`src/rtl/tx_axis_arb_if.sv`:
```
// -----------------------------------------------------------------------------
// tx_axis_arb_if
// One 32-bit AXI-Stream link as used on the 10G TX PCS input.
//   tdata  : 32-bit beat data
//   tvldb  : valid-byte code on the last beat (0 = 4 bytes, 1..3 = that many)
//   tvalid : beat valid (driven by master)
//   tready : beat accepted (driven by slave)
//   tlast  : end of frame
//   tuser  : error/abort flag
// Modports:
//   master : drives the stream (tdata/tvldb/tvalid/tlast/tuser), samples tready
//   slave  : samples the stream, drives tready
// -----------------------------------------------------------------------------
interface tx_axis_arb_if;
    logic [31:0] tdata;
    logic [1:0]  tvldb;
    logic        tvalid;
    logic        tready;
    logic        tlast;
    logic        tuser;

    modport master (
        output tdata,
        output tvldb,
        output tvalid,
        output tlast,
        output tuser,
        input  tready
    );

    modport slave (
        input  tdata,
        input  tvldb,
        input  tvalid,
        input  tlast,
        input  tuser,
        output tready
    );
endinterface

```
`src/rtl/tx_axis_arb.sv`:
```
// -----------------------------------------------------------------------------
// tx_axis_arb
// Frame-level round-robin arbiter sharing the single AXIS input of the 10G TX
// PCS between two frame sources. The grant is locked for a whole frame, frames
// longer than MAX_FRAME_BEATS are cut with an abort marker (tlast+tuser, tvldb=0)
// and the rest of the source frame is drained. An in-order owner FIFO routes
// each per-frame TX status response back to the source that sent the frame.
//
// Ports:
//   clk_i, rst_n_i        : PCS TX clock, asynchronous active-low reset
//   s0, s1 (slave)        : source streams
//   m (master)            : stream towards the PCS TX
//   tx_status_i           : per-frame status from the PCS TX
//   tx_rsp_valid_i        : status strobe, one per frame, in frame order
//   s0/s1_status_o        : routed status (registered, 1-cycle latency)
//   s0/s1_rsp_valid_o     : routed status strobe
//   grant_o               : one-hot current owner, 00 when idle
//   trunc_o               : pulse in the cycle after a truncating beat transfers
//   orphan_rsp_o          : sticky, a response arrived with no frame in flight
// -----------------------------------------------------------------------------
module tx_axis_arb #(
    parameter int MAX_FRAME_BEATS = 384,
    parameter int OWNER_DEPTH     = 4
) (
    input  logic          clk_i,
    input  logic          rst_n_i,
    tx_axis_arb_if.slave  s0,
    tx_axis_arb_if.slave  s1,
    tx_axis_arb_if.master m,
    input  logic          tx_status_i,
    input  logic          tx_rsp_valid_i,
    output logic          s0_status_o,
    output logic          s0_rsp_valid_o,
    output logic          s1_status_o,
    output logic          s1_rsp_valid_o,
    output logic [1:0]    grant_o,
    output logic          trunc_o,
    output logic          orphan_rsp_o
);

    localparam int                PTR_W     = (OWNER_DEPTH > 1) ? $clog2(OWNER_DEPTH) : 1;
    localparam int                CNT_W     = PTR_W + 1;
    localparam logic [CNT_W-1:0]  FIFO_FULL = CNT_W'(OWNER_DEPTH);
    localparam logic [11:0]       LAST_BEAT = 12'(MAX_FRAME_BEATS - 1);

    typedef enum logic [1:0] {ST_IDLE, ST_PASS, ST_DRAIN} state_t;

    state_t             state_reg, state_next;
    logic               grant_id_reg, grant_id_next;
    logic               last_reg, last_next;
    logic [11:0]        beat_cnt_reg;
    logic               push, pick;

    logic               owner_mem [OWNER_DEPTH];
    logic [PTR_W-1:0]   wr_ptr_reg, rd_ptr_reg;
    logic [CNT_W-1:0]   count_reg;
    logic               fifo_full, fifo_empty, pop, head_id;

    // Granted source, muxed once so the FSM and datapath share it.
    logic [31:0]        sel_tdata;
    logic [1:0]         sel_tvldb;
    logic               sel_tvalid, sel_tlast, sel_tuser;
    logic               xfer, trunc_beat;

    assign sel_tdata  = grant_id_reg ? s1.tdata  : s0.tdata;
    assign sel_tvldb  = grant_id_reg ? s1.tvldb  : s0.tvldb;
    assign sel_tvalid = grant_id_reg ? s1.tvalid : s0.tvalid;
    assign sel_tlast  = grant_id_reg ? s1.tlast  : s0.tlast;
    assign sel_tuser  = grant_id_reg ? s1.tuser  : s0.tuser;

    assign xfer       = (state_reg == ST_PASS) && sel_tvalid && m.tready;
    // A source tlast on the final allowed beat is a normal end, not a cut.
    assign trunc_beat = (state_reg == ST_PASS) && (beat_cnt_reg == LAST_BEAT) && !sel_tlast;

    assign fifo_full  = (count_reg == FIFO_FULL);
    assign fifo_empty = (count_reg == '0);
    assign pop        = tx_rsp_valid_i && !fifo_empty;
    assign head_id    = owner_mem[rd_ptr_reg];

    // ---------------- state register ----------------
    always_ff @(posedge clk_i or negedge rst_n_i) begin
        if (!rst_n_i) begin
            state_reg    <= ST_IDLE;
            grant_id_reg <= 1'b0;
            last_reg     <= 1'b1;
        end else begin
            state_reg    <= state_next;
            grant_id_reg <= grant_id_next;
            last_reg     <= last_next;
        end
    end

    // ---------------- next-state logic ----------------
    always_comb begin
        state_next    = state_reg;
        grant_id_next = grant_id_reg;
        last_next     = last_reg;
        push          = 1'b0;
        pick          = 1'b0;
        case (state_reg)
            ST_IDLE: begin
                if ((s0.tvalid || s1.tvalid) && !fifo_full) begin
                    pick          = (s0.tvalid && s1.tvalid) ? ~last_reg : s1.tvalid;
                    grant_id_next = pick;
                    last_next     = pick;
                    push          = 1'b1;
                    state_next    = ST_PASS;
                end
            end
            ST_PASS: begin
                if (xfer) begin
                    if (sel_tlast)       state_next = ST_IDLE;
                    else if (trunc_beat) state_next = ST_DRAIN;
                end
            end
            ST_DRAIN: begin
                if (sel_tvalid && sel_tlast) state_next = ST_IDLE;
            end
            default: state_next = ST_IDLE;
        endcase
    end

    // ---------------- output logic ----------------
    always_comb begin
        m.tdata   = '0;
        m.tvldb   = '0;
        m.tvalid  = 1'b0;
        m.tlast   = 1'b0;
        m.tuser   = 1'b0;
        s0.tready = 1'b0;
        s1.tready = 1'b0;
        grant_o   = 2'b00;
        case (state_reg)
            ST_PASS: begin
                m.tdata  = sel_tdata;
                m.tvldb  = trunc_beat ? 2'd0 : sel_tvldb;
                m.tvalid = sel_tvalid;
                m.tlast  = sel_tlast | trunc_beat;
                m.tuser  = sel_tuser | trunc_beat;
                if (grant_id_reg) s1.tready = m.tready;
                else              s0.tready = m.tready;
                grant_o  = grant_id_reg ? 2'b10 : 2'b01;
            end
            ST_DRAIN: begin
                // Remaining source beats are swallowed; nothing reaches the PCS.
                if (grant_id_reg) s1.tready = 1'b1;
                else              s0.tready = 1'b1;
                grant_o  = grant_id_reg ? 2'b10 : 2'b01;
            end
            default: ;
        endcase
    end

    // ---------------- beat counter ----------------
    always_ff @(posedge clk_i or negedge rst_n_i) begin
        if (!rst_n_i) begin
            beat_cnt_reg <= '0;
        end else if (state_reg == ST_IDLE) begin
            beat_cnt_reg <= '0;
        end else if (xfer) begin
            beat_cnt_reg <= beat_cnt_reg + 12'd1;
        end
    end

    // ---------------- owner FIFO storage ----------------
    always_ff @(posedge clk_i) begin
        if (push) owner_mem[wr_ptr_reg] <= pick;
    end

    // ---------------- owner FIFO control and response routing ----------------
    always_ff @(posedge clk_i or negedge rst_n_i) begin
        if (!rst_n_i) begin
            wr_ptr_reg     <= '0;
            rd_ptr_reg     <= '0;
            count_reg      <= '0;
            s0_rsp_valid_o <= 1'b0;
            s0_status_o    <= 1'b0;
            s1_rsp_valid_o <= 1'b0;
            s1_status_o    <= 1'b0;
            orphan_rsp_o   <= 1'b0;
            trunc_o        <= 1'b0;
        end else begin
            if (push) wr_ptr_reg <= wr_ptr_reg + 1'b1;
            if (pop)  rd_ptr_reg <= rd_ptr_reg + 1'b1;
            case ({push, pop})
                2'b10:   count_reg <= count_reg + 1'b1;
                2'b01:   count_reg <= count_reg - 1'b1;
                default: count_reg <= count_reg;
            endcase
            s0_rsp_valid_o <= pop && !head_id;
            s0_status_o    <= pop && !head_id && tx_status_i;
            s1_rsp_valid_o <= pop && head_id;
            s1_status_o    <= pop && head_id && tx_status_i;
            if (tx_rsp_valid_i && fifo_empty) orphan_rsp_o <= 1'b1;
            trunc_o        <= xfer && trunc_beat;
        end
    end

endmodule

```
`src/flat_wrapper.sv`:
```
// flat-port wrapper written by rule: the top's interface ports become plain ports
module tx_axis_arb_flat 
#(
    parameter int MAX_FRAME_BEATS = 384,
    parameter int OWNER_DEPTH     = 4
)
  (clk_i, rst_n_i, tx_status_i, tx_rsp_valid_i, s0_status_o, s0_rsp_valid_o, s1_status_o, s1_rsp_valid_o, grant_o, trunc_o, orphan_rsp_o, s0_tdata, s0_tvldb, s0_tvalid, s0_tlast, s0_tuser, s0_tready, s1_tdata, s1_tvldb, s1_tvalid, s1_tlast, s1_tuser, s1_tready, m_tdata, m_tvldb, m_tvalid, m_tlast, m_tuser, m_tready);
  tx_axis_arb_if s0_i ();
  tx_axis_arb_if s1_i ();
  tx_axis_arb_if m_i ();
  input  logic clk_i;
  input  logic rst_n_i;
  input  logic tx_status_i;
  input  logic tx_rsp_valid_i;
  output logic s0_status_o;
  output logic s0_rsp_valid_o;
  output logic s1_status_o;
  output logic s1_rsp_valid_o;
  output logic [1:0] grant_o;
  output logic trunc_o;
  output logic orphan_rsp_o;
  input wire logic [$bits(s0_i.tdata)-1:0] s0_tdata;
  input wire logic [$bits(s0_i.tvldb)-1:0] s0_tvldb;
  input wire logic [$bits(s0_i.tvalid)-1:0] s0_tvalid;
  input wire logic [$bits(s0_i.tlast)-1:0] s0_tlast;
  input wire logic [$bits(s0_i.tuser)-1:0] s0_tuser;
  output wire logic [$bits(s0_i.tready)-1:0] s0_tready;
  input wire logic [$bits(s1_i.tdata)-1:0] s1_tdata;
  input wire logic [$bits(s1_i.tvldb)-1:0] s1_tvldb;
  input wire logic [$bits(s1_i.tvalid)-1:0] s1_tvalid;
  input wire logic [$bits(s1_i.tlast)-1:0] s1_tlast;
  input wire logic [$bits(s1_i.tuser)-1:0] s1_tuser;
  output wire logic [$bits(s1_i.tready)-1:0] s1_tready;
  output wire logic [$bits(m_i.tdata)-1:0] m_tdata;
  output wire logic [$bits(m_i.tvldb)-1:0] m_tvldb;
  output wire logic [$bits(m_i.tvalid)-1:0] m_tvalid;
  output wire logic [$bits(m_i.tlast)-1:0] m_tlast;
  output wire logic [$bits(m_i.tuser)-1:0] m_tuser;
  input wire logic [$bits(m_i.tready)-1:0] m_tready;
  assign s0_i.tdata = s0_tdata;
  assign s0_i.tvldb = s0_tvldb;
  assign s0_i.tvalid = s0_tvalid;
  assign s0_i.tlast = s0_tlast;
  assign s0_i.tuser = s0_tuser;
  assign s0_tready = s0_i.tready;
  assign s1_i.tdata = s1_tdata;
  assign s1_i.tvldb = s1_tvldb;
  assign s1_i.tvalid = s1_tvalid;
  assign s1_i.tlast = s1_tlast;
  assign s1_i.tuser = s1_tuser;
  assign s1_tready = s1_i.tready;
  assign m_tdata = m_i.tdata;
  assign m_tvldb = m_i.tvldb;
  assign m_tvalid = m_i.tvalid;
  assign m_tlast = m_i.tlast;
  assign m_tuser = m_i.tuser;
  assign m_i.tready = m_tready;
  tx_axis_arb #(.MAX_FRAME_BEATS(MAX_FRAME_BEATS), .OWNER_DEPTH(OWNER_DEPTH)) u_core (.clk_i(clk_i), .rst_n_i(rst_n_i), .s0(s0_i), .s1(s1_i), .m(m_i), .tx_status_i(tx_status_i), .tx_rsp_valid_i(tx_rsp_valid_i), .s0_status_o(s0_status_o), .s0_rsp_valid_o(s0_rsp_valid_o), .s1_status_o(s1_status_o), .s1_rsp_valid_o(s1_rsp_valid_o), .grant_o(grant_o), .trunc_o(trunc_o), .orphan_rsp_o(orphan_rsp_o));
endmodule
```
`config.mk`:
```
export PLATFORM = sky130hd
export DESIGN_NAME = tx_axis_arb_flat
export DESIGN_NICKNAME = d
export VERILOG_FILES = /design/src/rtl/tx_axis_arb_if.sv /design/src/rtl/tx_axis_arb.sv /design/src/flat_wrapper.sv
export SDC_FILE = /design/constraint.sdc
export NUM_CORES = 1
export LEC_CHECK = 0
export ABC_AREA = 1
export ABC_CLOCK_PERIOD_IN_PS = 5400
export CELL_PAD_IN_SITES_DETAIL_PLACEMENT = 0
export CELL_PAD_IN_SITES_GLOBAL_PLACEMENT = 2
export CORE_UTILIZATION = 22
export CTS_BUF_LIST = sky130_fd_sc_hd__clkbuf_8
export DETAILED_ROUTE_END_ITERATION = 10
export GPL_ROUTABILITY_DRIVEN = 0
export HOLD_SLACK_MARGIN = 0.02
export PLACE_DENSITY_LB_ADDON = 0.25
export SLEW_MARGIN = 5
export SYNTH_ARGS = -nofsm -noshare
export SYNTH_HDL_FRONTEND = slang
export SYNTH_SLANG_ARGS = --single-unit
```
`constraint.sdc`:
```
create_clock -name clk_i -period 5.4 [get_ports clk_i]
set_input_delay 1.35 -clock clk_i [delete_from_list [all_inputs] [get_ports clk_i]]
set_output_delay 1.35 -clock clk_i [all_outputs]
set_load 0.02 [all_outputs]
```
# After elaboration in Yosys (flattened, before gate mapping)
# Memories as Yosys holds them, arrays and structs flattened.
# Index checks and enable logic that the tools add are counted.
dict set report totals {
  register_bits 29
  ramBits 4
  in_bits 79
  output_inout_bits 47
  wordCells 93
  mem_count 1
}
dict set report op_classes {
  add_sub_neg 5
  eq_ne 10
  n_mux 35
  n_bitwise 3
  reduce_logical 26
}
# name depth width rd rd_clocked_by_memory_dff wr line
set memory_table {}
lappend memory_table {u_core.owner_mem 4 1 1 0 1 tx_axis_arb.sv:54} ;# logic owner_mem [OWNER_DEPTH];
# op count
set op_table {}
lappend op_table {{$mux W32} 2}
lappend op_table {{$mux W12} 2}
lappend op_table {{$mux W2} 10}
lappend op_table {{$mux W1} 17}
lappend op_table {{$logic_and A1 B1 Y1} 14}
lappend op_table {{$add A12 B1 Y12 const B} 1}
lappend op_table {{$eq A12 B9 Y1 const B} 1}
lappend op_table {{$ne A2 B1 Y1 const B} 3}
lappend op_table {{$pmux W2 S3} 1}
lappend op_table {{$pmux W3 S2} 1}
lappend op_table {{$add A2 B1 Y2 const B} 2}
lappend op_table {{$eq A2 B1 Y1 const B} 2}
lappend op_table {{$eq A2 B2 Y1 const B} 2}
lappend op_table {{$logic_not A1 Y1} 4}
lappend op_table {{$pmux W1 S2} 2}
lappend op_table {{$reduce_and A4 Y1} 1}
lappend op_table {{$reduce_bool A2 Y1} 2}
lappend op_table {{$add A3 B1 Y3 const B} 1}
lappend op_table {{$eq A3 B3 Y1 const B} 1}
lappend op_table {{$logic_not A3 Y1} 1}
lappend op_table {{$ne A3 B1 Y1 const B} 1}
lappend op_table {{$sub A3 B1 Y3 const B} 1}
lappend op_table {{$logic_not A2 Y1} 1}
lappend op_table {{$or A1 B1 Y1} 2}
lappend op_table {{4 further kinds} 4}

# Longest topological paths before layout
# Gate-level depths: netlist (run 1).
dict set report depth {
  depth_word 7
  mapped_depth 11
  ltp_nobuf 11
}

# Worst setup path before layout (run 1)
# OpenSTA, ideal clock, no wires.
dict set report synth_timing {
  path_kind {input-to-output}
  startpoint {in m_tready}
  endpoint {out s0_tready}
  t_arrival_ps 1997
  path_slack_ps 2053
  cell_stages 4
  n_path_buf 0
  path_cell_list {nand2_1 -> inv_2 -> nor2_1 -> nor3_1}
}
dict set report synth_between {
  elab_chain_cells 2
}
# element line
set synth_lines {}
lappend synth_lines {{from (decl)} flat_wrapper.sv:39} ;# input wire logic [$bits(m_i.tready)-1:0] m_tready;
lappend synth_lines {{$mux W1} tx_axis_arb.sv:140} ;# if (grant_id_reg) s1.tready = m.tready;
lappend synth_lines {{$pmux W1 S2} tx_axis_arb.sv:133} ;# case (state_reg)
lappend synth_lines {{to (decl)} flat_wrapper.sv:27} ;# output wire logic [$bits(s0_i.tready)-1:0] s0_tready;
# No other way between the ends.

# Worst setup path in the final report (run 1)
dict set report layout_timing {
  startpoint {in s0_tlast}
  endpoint {out m_tvldb[1]}
}
dict set report layout_between {
  elab_chain_cells 5
}
# element line
set layout_lines {}
lappend layout_lines {{from (decl)} flat_wrapper.sv:25} ;# input wire logic [$bits(s0_i.tlast)-1:0] s0_tlast;
lappend layout_lines {{$mux W1} tx_axis_arb.sv:68} ;# assign sel_tlast = grant_id_reg ? s1.tlast : s0.tlast;
lappend layout_lines {{$logic_not A1 Y1} tx_axis_arb.sv:73} ;# assign trunc_beat = (state_reg == ST_PASS) && (beat_cnt_reg == LAST_BEAT) && !sel_tlast;
lappend layout_lines {{$logic_and A1 B1 Y1} tx_axis_arb.sv:73}
lappend layout_lines {{$mux W2} tx_axis_arb.sv:136} ;# m.tvldb = trunc_beat ? 2'd0 : sel_tvldb;
lappend layout_lines {{$mux W2} tx_axis_arb.sv:133}
lappend layout_lines {{to (decl)} flat_wrapper.sv:35} ;# output wire logic [$bits(m_i.tvldb)-1:0] m_tvldb;
# No other way between the ends.

==> results of run 1 <==
## through the flow
stage          setup WS (ns)  instances  instance area (µm²)  util [%]
2_1_floorplan          2.053        348                 2351         -
3_3_place_gp           1.001        598                 3720     36.03
3_5_place_dp           1.000        598                 3720     36.03
4_1_cts                1.001        606                 3806     36.87
5_1_grt               0.8759        606                 3806     36.87
6_report               1.027        606                 3806     36.87
## area by class of cell
class / instances / area [µm²]
fillers: 1099 / 6518
multi-input cells: 261 / 1287
repair buffers: 127 / 1261
flip-flops and latches: 33 / 847.1
well taps: 136 / 170.2
inverters: 41 / 153.9
clock buffers: 5 / 68.82
clock inverters: 3 / 17.52
## how the worst min path moves through the flow
stage                                        endpoint  cells past startpoint  slack, ns
after global routing      u_core.last_reg$_DFFE_PN1P_                      2       0.50
after global placement    u_core.last_reg$_DFFE_PN1P_                      2       0.45
final                     u_core.last_reg$_DFFE_PN1P_                      2       0.46
after detailed placement  u_core.last_reg$_DFFE_PN1P_                      2       0.45
after CTS                 u_core.last_reg$_DFFE_PN1P_                      2       0.46
after floorplan           u_core.last_reg$_DFFE_PN1P_                      2       0.44
## routing by layer
layer,vias up,track usage [%],part of all wire (%)
met5,-,0,0
met4,0,4.326,1.3
met3,8,3.401,7.8
met2,94,27.11,48
met1,1187,17.43,43
li1,1353,-,-
## cell usage after synthesis
library cell | count | area share, %
nand2_4 | 1 | 0.48
a21boi_0 | 1 | 0.32
nand4_1 | 10 | 2.7
nand2_1 | 56 | 8.9
buf_4 | 1 | 0.32
dfrtp_1 | 28 | 30
clkbuf_1 | 5 | 0.80
nor2_4 | 1 | 0.48
dfstp_2 | 1 | 1.1
nor2_1 | 92 | 15
o21ai_0 | 37 | 7.9
nor2_2 | 1 | 0.27
a41o_1 | 1 | 0.43
a211oi_1 | 1 | 0.32
o21ai_1 | 6 | 1.3
inv_2 | 8 | 1.3
edfxtp_1 | 4 | 5.1
ha_1 | 10 | 5.3
nand3_1 | 13 | 2.8
buf_6 | 1 | 0.48
xnor2_1 | 1 | 0.37
nor4_1 | 2 | 0.53
nand2_2 | 6 | 1.6
fa_1 | 1 | 0.85
buf_1 | 4 | 0.64
buf_2 | 2 | 0.43
a21oi_2 | 1 | 0.37
or2_2 | 1 | 0.27
nor3_1 | 3 | 0.64
mux2i_1 | 1 | 0.43
inv_1 | 33 | 5.3
xor2_1 | 3 | 1.1
o31ai_1 | 2 | 0.64
a21oi_1 | 10 | 2.1
## critical path, cell delays in order
cell             delay, ns
clkdlybuf4s50_1       0.45
nand2_1               0.06
nand2_2               0.12
inv_2                 0.05
nand2_1               0.09
nand2_1               0.07
a21oi_1               0.17
clkdlybuf4s50_1       0.66
## cell families after synthesis
family / synth area share, %
buf+inv: 9.207
mux: 0.4258
simple gates: 33.32
flops: 36.03
fa+ha+maj: 6.174
compound gates: 13.36
xor+xnor: 1.490
## cell usage in the layout, fill, tap and decap left out, types with 3 or more instances in the layout
master,n
clkdlybuf4s50_1,124
nor2_1,92
nand2_1,56
o21ai_0,37
inv_1,33
dfrtp_1,28
nand3_1,13
a21oi_1,10
nand4_1,10
ha_1,10
inv_2,8
nand2_2,6
o21ai_1,6
clkbuf_8,5
edfxtp_1,4
nor3_1,3
xor2_1,3
## power by group through the flow
stage	sequential [mW]	clock, mW	combinational (mW)
2_1_floorplan	0.384	0	0.680
3_3_place_gp	0.375	0	1.16
3_5_place_dp	0.376	0	1.16
4_1_cts	0.371	0.198	1.17
5_1_grt	0.382	0.206	1.28
6_report	0.370	0.191	1.15
==> impl_metrics.ini, run 1 <==
[power_and_ir_drop]
peakVddDrop_mv = 0.1350
p_seq_share_pct = 21.6
power.share.switching_pct = 48.44
power.density_mw_per_mm2 = 448.9
total_power_mw = 1.708
clock_power_share_pct = 11.2
switchingPower_mw = 0.8276
p_leak_nw = 1.648
pwr-share-comb_pct = 67.2
intPower_mw = 0.8808

[worst_setup_path]
rrSetupSlack_ns = 2.84
worst-r2r-cell-count = 11
cp_max_fo = 4
endpoint = m_tvldb[1]
startpoint_type = primary input
cp_data_arrival_time_ns = 3.02
r2r_end = u_core.count_reg[2]$_DFFE_PN0P_
crit_start = s0_tlast
required_ns = 4.05
critical_path_class = primary input to output port
cp-end-kind = output port
rr_startpoint = u_core.state_reg[0]$_DFFE_PN0P_

[synth]
syn-cell-area_mm2 = 0.002351
synth.distinct_cells = 34
postSynthAreaPerCell_um2 = 6.756
seq_area_frac_synth_pct = 36.03
syn_nets = 438
syn_inst = 348
synth-seq-cells = 33
yosys_warnings = 0

[cts]
clock-root-buffer = clkbuf_8
clk_latency_ns = 0.29
clk_pin_slew_ns = 0.08
cts_buffer_depth = 2
ctsHoldBuffers = 0
postCtsSetupBuffers = 0
cts_tree = built
cts.repair.resized = 0
cts_buffers = 5
clock-sinks = 33
htree_levels = 2

[sta]
setup_viol = 0
period_share_pct = 80.97
fmax_mhz = 228.7
skew_ns = 0.007388
rsz0062_at_grt = no
maxSlewViolCount = 0
relSlewSlack_pct = 54.07
min_period_ns = 4.373
hold_viol = 0
tightest_slew_ns = 0.6889
setup-tns-final_ns = 0
hold_slack_ns = 0.4647

[grt]
grt_usage_pct = 14.95
gr-total-overflow = 0
grt_antenna_before_repair = 0
grt_pass1_vias = 2661
grt_pass1_wl_um = 13180
grt_start_max_net_pins = 41

[cells_and_area]
final_nets = 559
diodes = 0
largest_reg_flops = 12
drive_gt1_share_pct = 6.596
area_delta_synth_final_pct = 61.89

[route]
drt_iter0_markers = 174
finalWirelength_um = 7909
first_pass_iters = 4
antenna_left = 0
vias_per_cell = 4.360
vias = 2642
drcViolationCount = 0
drt-wirelength-per-cell_um = 13.05

[floorplan]
start_util_pct = 22.77
die_x_um = 105.4
die_h_um = 105.4
num_rows = 37
ios = 126
die_area_mm2 = 0.01110
coreArea_mm2 = 0.01032

[placed_design]
io_buffers = 125
dpl.hpwl_um = 6060

[run_status]
outcome = finished clean

[hold_path]
hold_start = u_core.last_reg$_DFFE_PN1P_
hold_class = flop to flop

[flow_run]
maxCapViolCount = 0
Note: power is estimated with default switching activity, not from simulation.
==> run 2, diff against run 1 <==
- ABC_CLOCK_PERIOD_IN_PS: 5400 -> 3900
- CORE_UTILIZATION: 22 -> 18
- clock period: 5.4 -> 3.9 ns (I/O delays scaled with it)
==> run 2 against run 1 <==
Net effect: final area rose by 2.7%; total power rose by 44%; sequential share of layout area fell by 0.58 points; die area rose by 22%; sequential power rose by 44%; cell count rose by 6.4%.
==> impl_metrics.ini, run 2 (synthesis results as in run 1) <==
[cells_and_area]
area_delta_synth_final_pct = 66.26
layout_common_cells = clkdlybuf4s50_1 (125), nor2_1 (92), nand2_1 (56)
final_nets = 562
diodes = 0
multi_input_area_mm2 = 0.001287
fin_util_pct = 30.85
final_common_cell = clkdlybuf4s50_1
drive_gt1_share_pct = 6.765
largest_reg_flops = 12
seq_area_um2 = 847.1
nFillCells = 1389

[sta]
skew_ns = 0.01057
min_period_ns = 3.589
setup-tns-final_ns = 0
hold_viol = 0
maxSlewViolCount = 0
fmax_mhz = 278.6
rsz0062_at_grt = no
tightest_slew_ns = 0.5295
period_share_pct = 92.04
setup_viol = 0
relSlewSlack_pct = 64.40

[floorplan]
start_util_pct = 18.55
die_h_um = 116.3
coreArea_mm2 = 0.01267
die_x_um = 116.3
ios = 126
die_area_mm2 = 0.01352
num_rows = 41

[cts]
clock-root-buffer = clkbuf_8
postCtsSetupBuffers = 0
ctsHoldBuffers = 0
htree_levels = 2
clk_latency_ns = 0.28
cts_buffers = 5
clk_pin_slew_ns = 0.07
clock-sinks = 33
cts_buffer_depth = 2
cts.repair.resized = 0
cts_tree = built

[grt]
grt_pass1_wl_um = 12410
grt_pass1_vias = 2488
grt_antenna_before_repair = 0
grt_start_max_net_pins = 35
gr-total-overflow = 0
grt_usage_pct = 11.77

[worst_setup_path]
cp-end-kind = output port
startpoint_type = primary input
cp_data_arrival_time_ns = 2.61
cp_max_fo = 4
critical_path_class = primary input to output port
required_ns = 2.92

[route]
finalWirelength_um = 8120
drcViolationCount = 0
first_pass_iters = 5
drt-wirelength-per-cell_um = 12.59
vias = 2624
antenna_left = 0
vias_per_cell = 4.068
drt_iter0_markers = 76

[flow_run]
maxCapViolCount = 0

[hold_path]
hold_class = flop to flop

[run_status]
outcome = finished clean

[power_and_ir_drop]
p_leak_nw = 1.681
peakVddDrop_mv = 0.2155
power.density_mw_per_mm2 = 627.3

[placed_design]
io_buffers = 125
dpl.hpwl_um = 6458
run 2: changes by cell type in the layout (fill, tap and decap cells not counted), sizes merged:
cell           delta
buf               +2
clkinv            -2
bufinv            +1
clkbuf            +1
clkdlybuf4s50     +1
clkinvlp          -1
inv               +1
run 2: report_power, final:
group	internal, mW	switching [mW]	total, mW
registers	0.450	0.0803	0.531
clock network	0.206	0.131	0.337
logic	0.656	0.928	1.58
run 2: worst paths after layout:
check / from / slack (ns) / endpoint / cells past startpoint
max: s1_tlast / 0.31 / m_tvldb[1] / 8
min: u_core.last_reg$_DFFE_PN1P_ / 0.46 / u_core.last_reg$_DFFE_PN1P_ / 2
max reg2reg: u_core.state_reg[0]$_DFFE_PN0P_ / 1.31 / u_core.count_reg[2]$_DFFE_PN0P_ / 11
min reg2reg: u_core.last_reg$_DFFE_PN1P_ / 0.46 / u_core.last_reg$_DFFE_PN1P_ / 2
max in group asynchronous: rst_n_i / 2.48 / u_core.last_reg$_DFFE_PN1P_ / 2
min in group asynchronous: rst_n_i / 1.08 / u_core.s1_rsp_valid_o$_DFF_PN0_ / 2
run 2: metal layers:
metal	track usage [%]	wire, µm	up-vias
met3	3.062	845	4
met4	2.821	48	0
li1	-	-	1363
met5	0	0	-
met1	14.21	3627	1153
met2	20.75	3599	104
run 2: layout make-up:
type	instances	area share, %
Clock buffer	6	2.113
Clock inverter	2	0.8643
Inverter	41	3.937
Multi-Input combinational cell	261	32.94
Sequential cell	33	21.67
Tap cell	172	5.506
Timing Repair Buffer	130	32.97
run 2: critical path: stages:
cell	delay, ns
clkdlybuf4s50_1	0.49
nand2_2	0.06
nand2_2	0.09
inv_2	0.05
nand2_1	0.10
nand2_1	0.08
a21oi_1	0.15
clkdlybuf4s50_1	0.62
run 2: stage by stage:
step / total power, mW / cells / hold WS [ns] / cell area (µm²) / setup WS, ns
after floorplan: 1.473 / 348 / 0.4417 / 2351 / 1.303
after global placement: 2.164 / 637 / 0.4533 / 3792 / 0.3093
after detailed placement: 2.151 / 637 / 0.4519 / 3792 / 0.3007
after CTS: 2.499 / 645 / 0.4640 / 3909 / 0.2986
after global routing: 2.680 / 645 / 0.5005 / 3909 / 0.1657
final: 2.452 / 645 / 0.4616 / 3909 / 0.3106
==> run 3, diff against run 2 <==
- CORE_MARGIN: default -> 2
- SETUP_SLACK_MARGIN: default -> 0.05
- SKIP_CTS_REPAIR_TIMING: default -> 1
==> run 3 against run 2 <==
Net effect: global-route usage is 0.091 points higher; largest cell class unchanged; total power is 2.7% lower; flip-flop and latch count stayed put; final area is 0.51% lower; sequential share of layout area is 0.11 points higher.
==> impl_metrics.ini, run 3 (synthesis results as in run 1) <==
[power_and_ir_drop]
peakVddDrop_mv = 0.2444
p_leak_nw = 1.670
power.density_mw_per_mm2 = 613.4
total_power_mw = 2.385

[route]
finalWirelength_um = 8303
first_pass_iters = 4
vias = 2659
vias_per_cell = 4.110
antenna_left = 0
drt_iter0_markers = 99
drcViolationCount = 0
drt-wirelength-per-cell_um = 12.83

[cts]
cts_tree = built
cts_buffers = 5
clk_pin_slew_ns = 0.07
clk_latency_ns = 0.28
clock-sinks = 33
cts_buffer_depth = 2
htree_levels = 2
clock-root-buffer = clkbuf_8

[cells_and_area]
stdcell_count = 647
drive_gt1_share_pct = 6.947
finalInstanceArea_mm2 = 0.003889
diodes = 0
nFillCells = 1426
layout_common_cells = clkdlybuf4s50_1 (125), nor2_1 (92), nand2_1 (56)
final_nets = 564
area_delta_synth_final_pct = 65.41
largest_reg_flops = 12
final_common_cell = clkdlybuf4s50_1

[placed_design]
placed_cell_area_mm2 = 0.003807
place_ws_ns = 0.1982
dp.cells = 639
dpl.hpwl_um = 6587
io_buffers = 125

[grt]
grt_usage_pct = 11.86
gr-total-overflow = 0
grt_antenna_before_repair = 0
grt_pass1_wl_um = 13620
grt_start_max_net_pins = 30
grt_pass1_vias = 2608

[worst_setup_path]
critical_path_class = primary input to output port
cp_max_fo = 4
startpoint_type = primary input
rr_startpoint = u_core.state_reg[0]$_DFFE_PN0P_
required_ns = 2.92
r2r_end = u_core.count_reg[2]$_DFFE_PN0P_
worst-r2r-cell-count = 11
cp-end-kind = output port
cp_data_arrival_time_ns = 2.68
rrSetupSlack_ns = 1.34

[floorplan]
start_util_pct = 18.55
num_rows = 41
die_area_mm2 = 0.01399
die_h_um = 118.3
coreArea_mm2 = 0.01267
die_x_um = 118.3
ios = 126

[sta]
fin_ws_ns = 0.2420
maxSlewViolCount = 0
period_share_pct = 93.80
setup-tns-final_ns = 0
skew_ns = 0.002121
hold_viol = 0
setup_viol = 0
rsz0062_at_grt = no
min_period_ns = 3.658
relSlewSlack_pct = 63.11
fmax_mhz = 273.4
tightest_slew_ns = 0.5487

[hold_path]
hold_end = u_core.last_reg$_DFFE_PN1P_
hold_class = flop to flop
min_path_cells = 2
hold_start = u_core.last_reg$_DFFE_PN1P_

[run_status]
outcome = finished clean

[flow_run]
maxCapViolCount = 0
## run 3: worst max-delay path by stage
stage / slack (ns) / depth (start not counted) / from / to
after floorplan: 1.30 / 10 / s1_tvalid / u_core.count_reg[2]$_DFFE_PN0P_
after global placement: 0.22 / 8 / s1_tlast / m_tvldb[0]
after detailed placement: 0.20 / 8 / s1_tlast / m_tvldb[0]
after CTS: 0.20 / 8 / s1_tlast / m_tvldb[0]
after global routing: 0.16 / 8 / s1_tlast / m_tvldb[0]
final: 0.24 / 8 / s1_tlast / m_tvldb[0]
## run 3: worst max-delay path, stage by stage
cell	delay (ns)
clkdlybuf4s50_1	0.49
nand2_2	0.06
nand2_2	0.10
inv_2	0.06
nand2_1	0.09
nand2_1	0.07
a21oi_1	0.19
clkdlybuf4s50_1	0.65
## run 3: stage by stage
step / util (%) / hold WS, ns
after floorplan: - / 0.4417
after global placement: 30.05 / 0.4515
after detailed placement: 30.05 / 0.4526
after CTS: 30.69 / 0.4653
after global routing: 30.69 / 0.5086
final: 30.69 / 0.4670
## run 3: area by class of cell
type                       instances  area, µm²  area share [%]
clock buffer                       5      68.82           1.770
sequential                        33      847.1           21.78
inverter                          41      153.9           3.958
tap                              172      215.2           5.534
multi-input combinational        261       1287           33.11
timing repair buffer             132       1304           33.53
clock inverter                     3      12.51          0.3218
## run 3: metal layers
| layer | GRT usage [%] | share of wire, % |
|---|---|---|
| met5 | 0 | 0 |
| met4 | 2.937 | 1.0 |
| met3 | 3.041 | 7.9 |
| met2 | 19.04 | 44 |
| met1 | 15.85 | 47 |
## run 3: where the power goes
part | switching (mW) | internal (mW) | total, mW
clock network | 0.128 | 0.120 | 0.248
logic | 0.942 | 0.669 | 1.61
registers | 0.0761 | 0.451 | 0.527
